==> config.mk <==
export PLATFORM = sky130hd
export DESIGN_NAME = axis_frame_gen
export DESIGN_NICKNAME = d
export VERILOG_FILES = /design/src/rtl/axis_frame_gen.sv
export SDC_FILE = /design/constraint.sdc
export NUM_CORES = 1
export LEC_CHECK = 0
export CORE_MARGIN = 2
export CORE_UTILIZATION = 25
export DETAILED_ROUTE_END_ITERATION = 8
export DONT_BUFFER_PORTS = 1
export MAX_ROUTING_LAYER = met4
export PLACE_DENSITY = 0.39
export SLEW_MARGIN = 20
export SYNTH_ARGS = -nofsm -noshare
export SYNTH_HDL_FRONTEND = slang
export SYNTH_SLANG_ARGS = --single-unit
==> constraint.sdc <==
create_clock -name clk -period 5.3 [get_ports clk]
set_input_delay 1.06 -clock clk [delete_from_list [all_inputs] [get_ports clk]]
set_output_delay 1.06 -clock clk [all_outputs]
set_load 0.005 [all_outputs]
==> src/rtl/axis_frame_gen.sv <==
// rtl/axis_frame_gen.sv - AXI4-Stream frame generator with programmable length, count, gap and pattern
//
// Purpose: emits runs of AXI4-Stream frames for DMA S2MM stimulus or as an
// on-chip traffic source. Byte length, frame count, inter-frame gap and data
// pattern are sampled on start; a partial last beat is flagged through tkeep.
//
// Ports:
//   clk, rst          clock, synchronous active-high reset
//   start             one-cycle pulse; samples config and begins a run (only when idle)
//   abort             level; ends the run once the frame in flight completes
//   mode              0 counter, 1 running word, 2 LFSR, 3 counter
//   frame_bytes       bytes per frame
//   num_frames        frames per run
//   gap_cycles        idle cycles between frames
//   M_AXIS_*          master stream (tdata/tkeep/tlast/tvalid out, tready in)
//   busy              run in progress
//   done              one-cycle pulse at end of run
//   frame_cnt         frames completed in the current or last run
module axis_frame_gen #(
  parameter int unsigned DATA_WIDTH = 32,
  parameter int unsigned CNTR_WIDTH = 4,
  parameter logic [27:0] FIXED_DATA = 28'h666A500,
  parameter int unsigned LEN_WIDTH  = 16,
  parameter int unsigned NFRM_WIDTH = 16,
  parameter int unsigned GAP_WIDTH  = 8,
  parameter logic [31:0] LFSR_SEED  = 32'hACE1_2468
) (
  input  logic                    clk,
  input  logic                    rst,
  input  logic                    start,
  input  logic                    abort,
  input  logic [1:0]              mode,
  input  logic [LEN_WIDTH-1:0]    frame_bytes,
  input  logic [NFRM_WIDTH-1:0]   num_frames,
  input  logic [GAP_WIDTH-1:0]    gap_cycles,
  output logic [DATA_WIDTH-1:0]   M_AXIS_tdata,
  output logic [DATA_WIDTH/8-1:0] M_AXIS_tkeep,
  output logic                    M_AXIS_tlast,
  output logic                    M_AXIS_tvalid,
  input  logic                    M_AXIS_tready,
  output logic                    busy,
  output logic                    done,
  output logic [NFRM_WIDTH-1:0]   frame_cnt
);

  localparam int unsigned BPB      = DATA_WIDTH / 8;
  localparam int unsigned LOG2_BPB = $clog2(BPB);
  localparam int unsigned LANES    = DATA_WIDTH / 32;
  localparam logic [DATA_WIDTH-CNTR_WIDTH-1:0] FIX = (DATA_WIDTH-CNTR_WIDTH)'(FIXED_DATA);
  localparam logic [31:0] LFSR_TAPS = 32'h8020_0003;

  typedef enum logic [1:0] {IDLE, SEND, GAP, FIN} state_t;

  state_t                  state_q;
  logic [1:0]              mode_q;
  logic [LEN_WIDTH-1:0]    bytes_q;
  logic [NFRM_WIDTH-1:0]   nfrm_q;
  logic [GAP_WIDTH-1:0]    gap_q;
  logic [GAP_WIDTH-1:0]    gap_cnt_q;
  logic [LEN_WIDTH-1:0]    beat_q;
  logic [NFRM_WIDTH-1:0]   frame_cnt_q;
  logic [31:0]             run_q;
  logic [31:0]             lfsr_q;
  logic                    abort_q;
  logic                    busy_q;
  logic                    done_q;
  logic                    tvalid_q;
  logic [DATA_WIDTH-1:0]   tdata_q;
  logic [BPB-1:0]          tkeep_q;
  logic                    tlast_q;

  function automatic logic [LEN_WIDTH-1:0] beats_of(input logic [LEN_WIDTH-1:0] nbytes);
    logic [LEN_WIDTH:0] sum;
    // One extra bit so ceil() of the largest length cannot overflow.
    sum = {1'b0, nbytes} + (LEN_WIDTH+1)'(BPB - 1);
    return LEN_WIDTH'(sum >> LOG2_BPB);
  endfunction

  function automatic logic [BPB-1:0] last_keep(input logic [LEN_WIDTH-1:0] nbytes);
    logic [LOG2_BPB-1:0] rem;
    logic [BPB-1:0]      keep;
    rem = nbytes[LOG2_BPB-1:0];
    for (int i = 0; i < int'(BPB); i++) begin
      keep[i] = (rem == '0) || (i < int'(rem));
    end
    return keep;
  endfunction

  function automatic logic [DATA_WIDTH-1:0] pattern(input logic [1:0]           m,
                                                    input logic [LEN_WIDTH-1:0] idx,
                                                    input logic [31:0]          run,
                                                    input logic [31:0]          lf);
    logic [DATA_WIDTH-1:0] d;
    case (m)
      2'd1:    d = {LANES{run}};
      2'd2:    d = {LANES{lf}};
      default: d = {FIX, CNTR_WIDTH'(idx)};
    endcase
    return d;
  endfunction

  logic                  hs;
  logic [31:0]           lfsr_nx;
  logic [1:0]            offer_mode;
  logic [LEN_WIDTH-1:0]  offer_bytes;
  logic [LEN_WIDTH-1:0]  offer_idx;
  logic [31:0]           offer_run;
  logic [31:0]           offer_lf;
  logic [DATA_WIDTH-1:0] offer_data;
  logic [BPB-1:0]        offer_keep;
  logic                  offer_last;

  assign hs      = tvalid_q & M_AXIS_tready;
  assign lfsr_nx = (lfsr_q >> 1) ^ (lfsr_q[0] ? LFSR_TAPS : 32'd0);

  // The beat to present next cycle if the FSM decides to offer one: first beat
  // of a run (from the live config), successor after a handshake, or first
  // beat after a gap.
  always_comb begin
    offer_mode  = mode_q;
    offer_bytes = bytes_q;
    offer_idx   = '0;
    offer_run   = run_q;
    offer_lf    = lfsr_q;
    if (state_q == IDLE) begin
      offer_mode  = mode;
      offer_bytes = frame_bytes;
      offer_lf    = LFSR_SEED;
    end else if (state_q == SEND) begin
      offer_run = run_q + 32'd1;
      offer_lf  = lfsr_nx;
      if (!tlast_q) offer_idx = beat_q + LEN_WIDTH'(1);
    end
    offer_data = pattern(offer_mode, offer_idx, offer_run, offer_lf);
    offer_last = (offer_idx == beats_of(offer_bytes) - LEN_WIDTH'(1));
    offer_keep = offer_last ? last_keep(offer_bytes) : '1;
  end

  always_ff @(posedge clk) begin
    if (rst) begin
      state_q     <= IDLE;
      mode_q      <= '0;
      bytes_q     <= '0;
      nfrm_q      <= '0;
      gap_q       <= '0;
      gap_cnt_q   <= '0;
      beat_q      <= '0;
      frame_cnt_q <= '0;
      run_q       <= '0;
      lfsr_q      <= LFSR_SEED;
      abort_q     <= 1'b0;
      busy_q      <= 1'b0;
      done_q      <= 1'b0;
      tvalid_q    <= 1'b0;
      tdata_q     <= '0;
      tkeep_q     <= '0;
      tlast_q     <= 1'b0;
    end else begin
      done_q <= 1'b0;
      case (state_q)
        IDLE: begin
          if (start) begin
            mode_q      <= mode;
            bytes_q     <= frame_bytes;
            nfrm_q      <= num_frames;
            gap_q       <= gap_cycles;
            frame_cnt_q <= '0;
            abort_q     <= 1'b0;
            lfsr_q      <= LFSR_SEED;
            if (frame_bytes == '0 || num_frames == '0) begin
              state_q <= FIN;
            end else begin
              state_q  <= SEND;
              busy_q   <= 1'b1;
              tvalid_q <= 1'b1;
              beat_q   <= offer_idx;
              tdata_q  <= offer_data;
              tkeep_q  <= offer_keep;
              tlast_q  <= offer_last;
            end
          end
        end
        SEND: begin
          // Abort is remembered so a short pulse mid-frame still ends the run
          // at the frame boundary.
          if (abort) abort_q <= 1'b1;
          if (hs) begin
            run_q  <= offer_run;
            lfsr_q <= offer_lf;
            if (tlast_q && (frame_cnt_q + NFRM_WIDTH'(1) == nfrm_q || abort || abort_q)) begin
              frame_cnt_q <= frame_cnt_q + NFRM_WIDTH'(1);
              state_q     <= FIN;
              busy_q      <= 1'b0;
              done_q      <= 1'b1;
              tvalid_q    <= 1'b0;
              tlast_q     <= 1'b0;
            end else if (tlast_q && gap_q != '0) begin
              frame_cnt_q <= frame_cnt_q + NFRM_WIDTH'(1);
              state_q     <= GAP;
              gap_cnt_q   <= gap_q;
              tvalid_q    <= 1'b0;
              tlast_q     <= 1'b0;
            end else begin
              if (tlast_q) frame_cnt_q <= frame_cnt_q + NFRM_WIDTH'(1);
              beat_q  <= offer_idx;
              tdata_q <= offer_data;
              tkeep_q <= offer_keep;
              tlast_q <= offer_last;
            end
          end
        end
        GAP: begin
          if (abort || abort_q) begin
            state_q <= FIN;
            busy_q  <= 1'b0;
            done_q  <= 1'b1;
          end else if (gap_cnt_q == GAP_WIDTH'(1)) begin
            state_q  <= SEND;
            tvalid_q <= 1'b1;
            beat_q   <= offer_idx;
            tdata_q  <= offer_data;
            tkeep_q  <= offer_keep;
            tlast_q  <= offer_last;
          end else begin
            gap_cnt_q <= gap_cnt_q - GAP_WIDTH'(1);
          end
        end
        FIN: begin
          // Runs that ended after traffic arrive here with done already high;
          // empty runs arrive with done low and pulse it on the way out.
          state_q <= IDLE;
          done_q  <= ~done_q;
        end
        default: state_q <= IDLE;
      endcase
    end
  end

  assign M_AXIS_tdata  = tdata_q;
  assign M_AXIS_tkeep  = tkeep_q;
  assign M_AXIS_tlast  = tlast_q;
  assign M_AXIS_tvalid = tvalid_q;
  assign busy          = busy_q;
  assign done          = done_q;
  assign frame_cnt     = frame_cnt_q;

endmodule

==> summary.txt, run 1 <==
Clocking
  • CTS Buffer Depth: 2
  • H-tree depth: 4
  • Clk sinks: 189
  • Cts hold-fix bufs: 0
  • Setup repair bufs after CTS: 0
  • Clk Latency, worst-skew pair: 0.50 ns
  • Post-CTS Resized: 0
  • CTS root buf: clkbuf_16
  • CTS clk-pin slew, worst paths: 0.07 ns
  • Cts bufs inserted: 17
  • CTS tree: yes

Min path
  • Min-delay src: bytes_q[12]
  • Tightest Hold Check Type: reg2reg
  • Hold path depth: 2
  • Hold Crit Endpoint: bytes_q[12]

GRT
  • Grt ovf: 0
  • First-pass GRT wire length: 59.1 mm
  • Vias in the first global route: 9803
  • GRT Overall Usage: 0.169
  • Largest net degree at the start of global routing: 172
  • Initial antenna violation count: 0

Drt
  • WL final: 37.4 mm
  • Drc violations: 0
  • ANT nets after route: 0
  • Vias: 10121
  • First-iteration detailed-routing DRC count: 556
  • Router iterations before antenna repair: 5
  • Routed len/inst: 19.1 um
  • Average vias per placed instance: 5.16

Logic synthesis
  • Most area-consuming cells after synthesis: dfxtp_1, nand2_1, a21oi_1
  • Ys Warns: 0
  • Post-Synthesis Cell Area: 0.0110 sq mm
  • Seq/Total Area, Yosys: 0.343
  • Commonest cells post-synth: nand2_1, dfxtp_1, nor2_1
  • #FFs+latches synth: 189
  • Post-synth top area cell: dfxtp_1
  • Distinct cells, synth: 78
  • Synth top area share: 0.343
  • Asr flop ratio synth: 0
  • Mapped Avg Cell Area: 7.71 sq um
  • Synthesized Nets: 1492
  • Most frequent cell after synthesis: nand2_1
  • EDFF count, synth: 0
  • Post-synthesis cell count: 1430
  • Ys flop type: dfxtp_1

Timing
  • Total negative slack: 0 ns
  • Endpoints failing setup: 0
  • Max Slew Vio Count: 0
  • Crit path time final: 4.52 ns
  • RSZ-0062 raised after global routing: no
  • Final period util: 0.853
  • Worst-Margin Slew: 1.08 ns
  • Fmax: 221 MHz
  • Final Hold Vio Count: 0
  • Final worst slack: 0.779 ns
  • Max-slew headroom: 0.283
  • Clk_skew: 0.0165 ns

Floorplanning
  • # rows: 76
  • I/O pin cnt: 103
  • Die area: 0.0458 sq mm
  • Core footprint: 0.0433 sq mm
  • Die height: 214 um
  • Initial Util: 0.255
  • Die Wd: 214 um

Critical path
  • Slowest stage delay, CP: 0.76 ns
  • R2r setup slk: 0.78 ns
  • Worst EP arrival: 4.91 ns
  • Worst r2r dst: gap_cnt_q[7]
  • Slowest CP cell: a2111oi_0
  • CP required: 5.68 ns
  • CP max FO: 10
  • Worst Setup Start Kind: flop
  • Worst r2r src: frame_cnt[0]
  • Worst Setup Path Type: reg2reg
  • Critical-path cell list: ha_1, nand4_1, or3_1, a2111oi_0, o2111ai_1, nor4_2, o22ai_2, o21ai_1, nor2_1, o21a_1
  • FF-to-FF path depth: 10
  • CP endpoint kind: flop

Finish
  • Layout Area Growth over Synthesis: 9.29%
  • Ant diodes: 0
  • Nets: 1425
  • Non-filler cells, final: 1961
  • Share of layout cells above drive strength 1: 0.0741

Job
  • Max Cap Viol: 0

Placement
  • PortBufs: 0
  • Routability congestion estimate: 0.815
  • DP Wirelength: 26.1 mm
  • Post-Place Cells: 1929
  • Dpl ws: 0.790 ns

Power
  • Pwr Density: 379 mW/mm^2
  • Leak pwr: 4.00 nW
  • Worst VDD drop: 213 uV

Run status
  • Outcome: complete, no violations
## per-stage QoR
| step | hold WS, ns | total power [mW] | area, sq um | util |
|---|---|---|---|---|
| floorplan | 0.434 | 2.84 | 11000 | - |
| finish | 0.458 | 4.57 | 12000 | 0.278 |
| CTS | 0.454 | 4.64 | 12000 | 0.278 |
| global route | 0.484 | 4.86 | 12000 | 0.278 |
| global placement | 0.445 | 3.31 | 11500 | 0.265 |
| detailed placement | 0.443 | 3.31 | 11500 | 0.265 |
## sequential cells by signal, indices dropped and copies added (netlist names)
register and flops:
M_AXIS_tdata 32, state_q 2, run_q 32, done 1
frame_cnt 16, lfsr_q 32, mode_q 2, M_AXIS_tlast 1
bytes_q 16, abort_q 1, M_AXIS_tkeep 4, gap_q 8
nfrm_q 16, M_AXIS_tvalid 1, beat_q 16, busy 1
gap_cnt_q 8
## routing by layer
metal,share of wire,wire length (um),global-route usage
met1,0.48,17800,0.217
met2,0.45,16900,0.257
met3,0.043,1590,0.0364
met4,0.029,1100,0.0711
met5,0,0,-
## area by class of cell
cell class | count | area (sq um)
multi-input combinational | 1115 | 6740
sequential | 189 | 3780
clock inverter | 14 | 125
fill | 4706 | 31200
clock buffer | 18 | 439
timing repair buffer | 19 | 143
inverter | 21 | 78.8
tap | 585 | 732
## placed cells by master (no fill, tap or decap), drive strengths merged, types with 16 or more instances in the layout
cell / instances
nand2: 198
dfxtp: 189
nor2: 150
a21oi: 142
xnor2: 53
o21ai: 52
xor2: 50
nand3: 42
nor3: 37
nand4: 33
mux2: 31
a22oi: 31
nor4: 29
inv: 29
or3: 23
mux2i: 22
buf: 19
clkbuf: 18
o22ai: 16
## worst max path at each step
stage,startpoint,endpoint
finish,frame_cnt[0],gap_cnt_q[7]
global route,frame_cnt[0],gap_cnt_q[5]
CTS,frame_cnt[0],gap_cnt_q[7]
detailed placement,frame_cnt[0],gap_cnt_q[7]
global placement,frame_cnt[0],gap_cnt_q[7]
floorplan,state_q[0],M_AXIS_tkeep[3]
## where the power goes
part / switching [mW] / internal, mW
sequential: 0.163 / 1.57
combinational: 1.01 / 0.533
clock: 0.670 / 0.630
total: 1.84 / 2.73
## worst max-delay path: cells and delay by family, from the launching register on
family	cells	cell delay, ns
adders and majority gates	1	0.39
AOI/OAI and AO/OA	5	1.94
and+or+nand+nor	4	1.57
DFF	1	0.51
## logic make-up after synthesis
group | share of synthesized area
adder cells (fa/ha/maj) | 0.0170
multiplexers | 0.0517
flip-flops | 0.343
buffers and inverters | 0.0462
XOR/XNOR | 0.0846
AND/OR/NAND/NOR | 0.262
AO/OA/AOI/OAI | 0.196
Note: power is estimated with default switching activity, not from simulation.
==> inputs of run 2 (changes only) <==
- PLACE_DENSITY: 0.39 -> 0.37
==> run 2 against run 1 <==
Die area unchanged. Combinational power about the same. Count of clock-buffer cells in the layout up 3. Flip-flop and latch count unchanged. Fmax up 7.0%. Critical path depth up 1. Sequential power about the same. Critical endpoint is now M_AXIS_tdata[13]. Largest cell class unchanged. Clock skew down 0.0047 ns.
==> summary.txt, run 2 (synthesis results as in run 1) <==
Finish
  • Share of layout cells above drive strength 1: 0.0706 (-0.00353)
  • # fillers: 4740 (+0.72%)
  • Most frequent cells in the layout: nand2_1, dfxtp_1, nor2_1, a21oi_1, xnor2_1
  • Commonest non-fill, non-tap cell in the layout: nand2_1
  • Layout Area Growth over Synthesis: 9.40%
  • Post-Layout Inst Area: 0.0121 sq mm (+0.10%)
  • Nets: 1423 (-0.14%)
  • Ant diodes: 0 (unchanged)

Job
  • Max Cap Viol: 0 (unchanged)

Floorplanning
  • Die area: 0.0458 sq mm (unchanged)
  • Initial Util: 0.255 (unchanged)
  • Core footprint: 0.0433 sq mm (unchanged)
  • I/O pin cnt: 103 (unchanged)
  • Die Wd: 214 um (unchanged)
  • Die height: 214 um (unchanged)
  • # rows: 76 (unchanged)

Clocking
  • Cts hold-fix bufs: 0 (unchanged)
  • CTS root buf: clkbuf_16
  • CTS Buffer Depth: 2 (unchanged)
  • Cts bufs inserted: 17 (unchanged)
  • H-tree depth: 4 (unchanged)
  • Setup repair bufs after CTS: 0 (unchanged)
  • Clk sinks: 189 (unchanged)
  • Post-CTS Resized: 0 (unchanged)
  • Clk Latency, worst-skew pair: 0.49 ns (about the same)
  • CTS tree: yes
  • CTS clk-pin slew, worst paths: 0.07 ns (about the same)

Drt
  • First-iteration detailed-routing DRC count: 566 (+1.8%)
  • Router iterations before antenna repair: 7 (+2)
  • Drc violations: 0 (unchanged)
  • Routed len/inst: 19.4 um (+1.6%)
  • Vias: 10105 (-0.16%)
  • WL final: 38.0 mm (+1.5%)
  • ANT nets after route: 0 (unchanged)
  • Average vias per placed instance: 5.16 (about the same)

Timing
  • RSZ-0062 raised after global routing: no
  • Total negative slack: 0 ns (unchanged)
  • Clk_skew: 0.0118 ns (-0.00466 ns)
  • Fmax: 237 MHz (+7.0%)
  • Max Slew Vio Count: 0 (unchanged)
  • Endpoints failing setup: 0 (unchanged)
  • Max-slew headroom: 0.366 (+0.0835)
  • Final period util: 0.797 (-0.0558)
  • Worst-Margin Slew: 0.948 ns (-0.128 ns)
  • Final Hold Vio Count: 0 (unchanged)
  • Crit path time final: 4.23 ns (-0.296 ns)

Run status
  • Outcome: complete, no violations

Placement
  • Placed Area: 0.0115 sq mm (+0.19%)
  • PortBufs: 0 (unchanged)
  • DP Wirelength: 26.2 mm (+0.41%)
  • Routability congestion estimate: 0.791 (-3.0%)

Power
  • Pwr Density: 383 mW/mm^2 (+0.81%)
  • Worst VDD drop: 224 uV (+5.0%)
  • Leak pwr: 4.02 nW (+0.28%)

GRT
  • Initial antenna violation count: 0 (unchanged)
  • Grt ovf: 0 (unchanged)
  • Largest net degree at the start of global routing: 172 (unchanged)
  • Vias in the first global route: 9732 (-0.72%)
  • First-pass GRT wire length: 59.7 mm (+1.0%)
  • GRT Overall Usage: 0.172 (+0.00261)

Min path
  • Tightest Hold Check Type: reg2reg

Critical path
  • Worst Setup Start Kind: flop
  • CP endpoint kind: flop
  • CP max FO: 43 (+33)
  • CP required: 5.68 ns (about the same)
  • Worst Setup Path Type: reg2reg
  • Worst EP arrival: 4.61 ns (-0.30 ns)
==> run 2: critical path, stage by stage, from the launching register on <==
cell       delay, ns
dfxtp_1         0.49
ha_1            0.40
nand4_1         0.33
or3_1           0.45
a2111oi_0       0.49
o2111ai_1       0.21
nor4_2          0.65
o21a_4          0.49
buf_12          0.27
a211oi_1        0.09
a21oi_1         0.16
nor2_1          0.05
==> run 2: layout make-up <==
class / instances / area, sq um / share of cell area
Clock buffer: 21 / 440 / 0.0365
Clock inverter: 11 / 115 / 0.00955
Inverter: 21 / 78.8 / 0.00654
Multi-Input combinational cell: 1115 / 6770 / 0.561
Sequential cell: 189 / 3780 / 0.314
Tap cell: 585 / 732 / 0.0607
Timing Repair Buffer: 17 / 140 / 0.0116
==> run 2: routing by layer <==
| metal | track usage | wire length, um | vias up |
|---|---|---|---|
| li1 | - | - | 4993 |
| met1 | 0.214 | 17600 | 4863 |
| met2 | 0.269 | 17700 | 203 |
| met3 | 0.0425 | 1940 | 46 |
| met4 | 0.0611 | 762 | 0 |
| met5 | - | 0 | - |
==> run 2: power breakdown <==
| group | switching, mW | internal [mW] |
|---|---|---|
| Clock | 0.625 | 0.691 |
| Sequential | 0.155 | 1.57 |
| Combinational | 1.03 | 0.549 |
==> run 2: per-stage QoR <==
step / power (mW) / setup WS, ns / cells / util / hold slack, ns
2_1_floorplan: 2.84 / 1.58 / 1430 / - / 0.434
3_3_place_gp: 3.36 / 1.23 / 1927 / 0.266 / 0.439
3_5_place_dp: 3.35 / 1.16 / 1927 / 0.266 / 0.442
4_1_cts: 4.70 / 1.08 / 1959 / 0.279 / 0.453
5_1_grt: 4.91 / 0.813 / 1959 / 0.279 / 0.479
6_report: 4.61 / 1.07 / 1959 / 0.279 / 0.453
==> run 2: worst paths after layout <==
check / start / end / slack (ns) / cells past startpoint
worst max-delay path: frame_cnt[0] / M_AXIS_tdata[13] / 1.07 / 11
worst min-delay path: bytes_q[15] / bytes_q[15] / 0.45 / 2
worst max register to register: frame_cnt[0] / M_AXIS_tdata[13] / 1.07 / 11
worst min register to register: bytes_q[15] / bytes_q[15] / 0.45 / 2
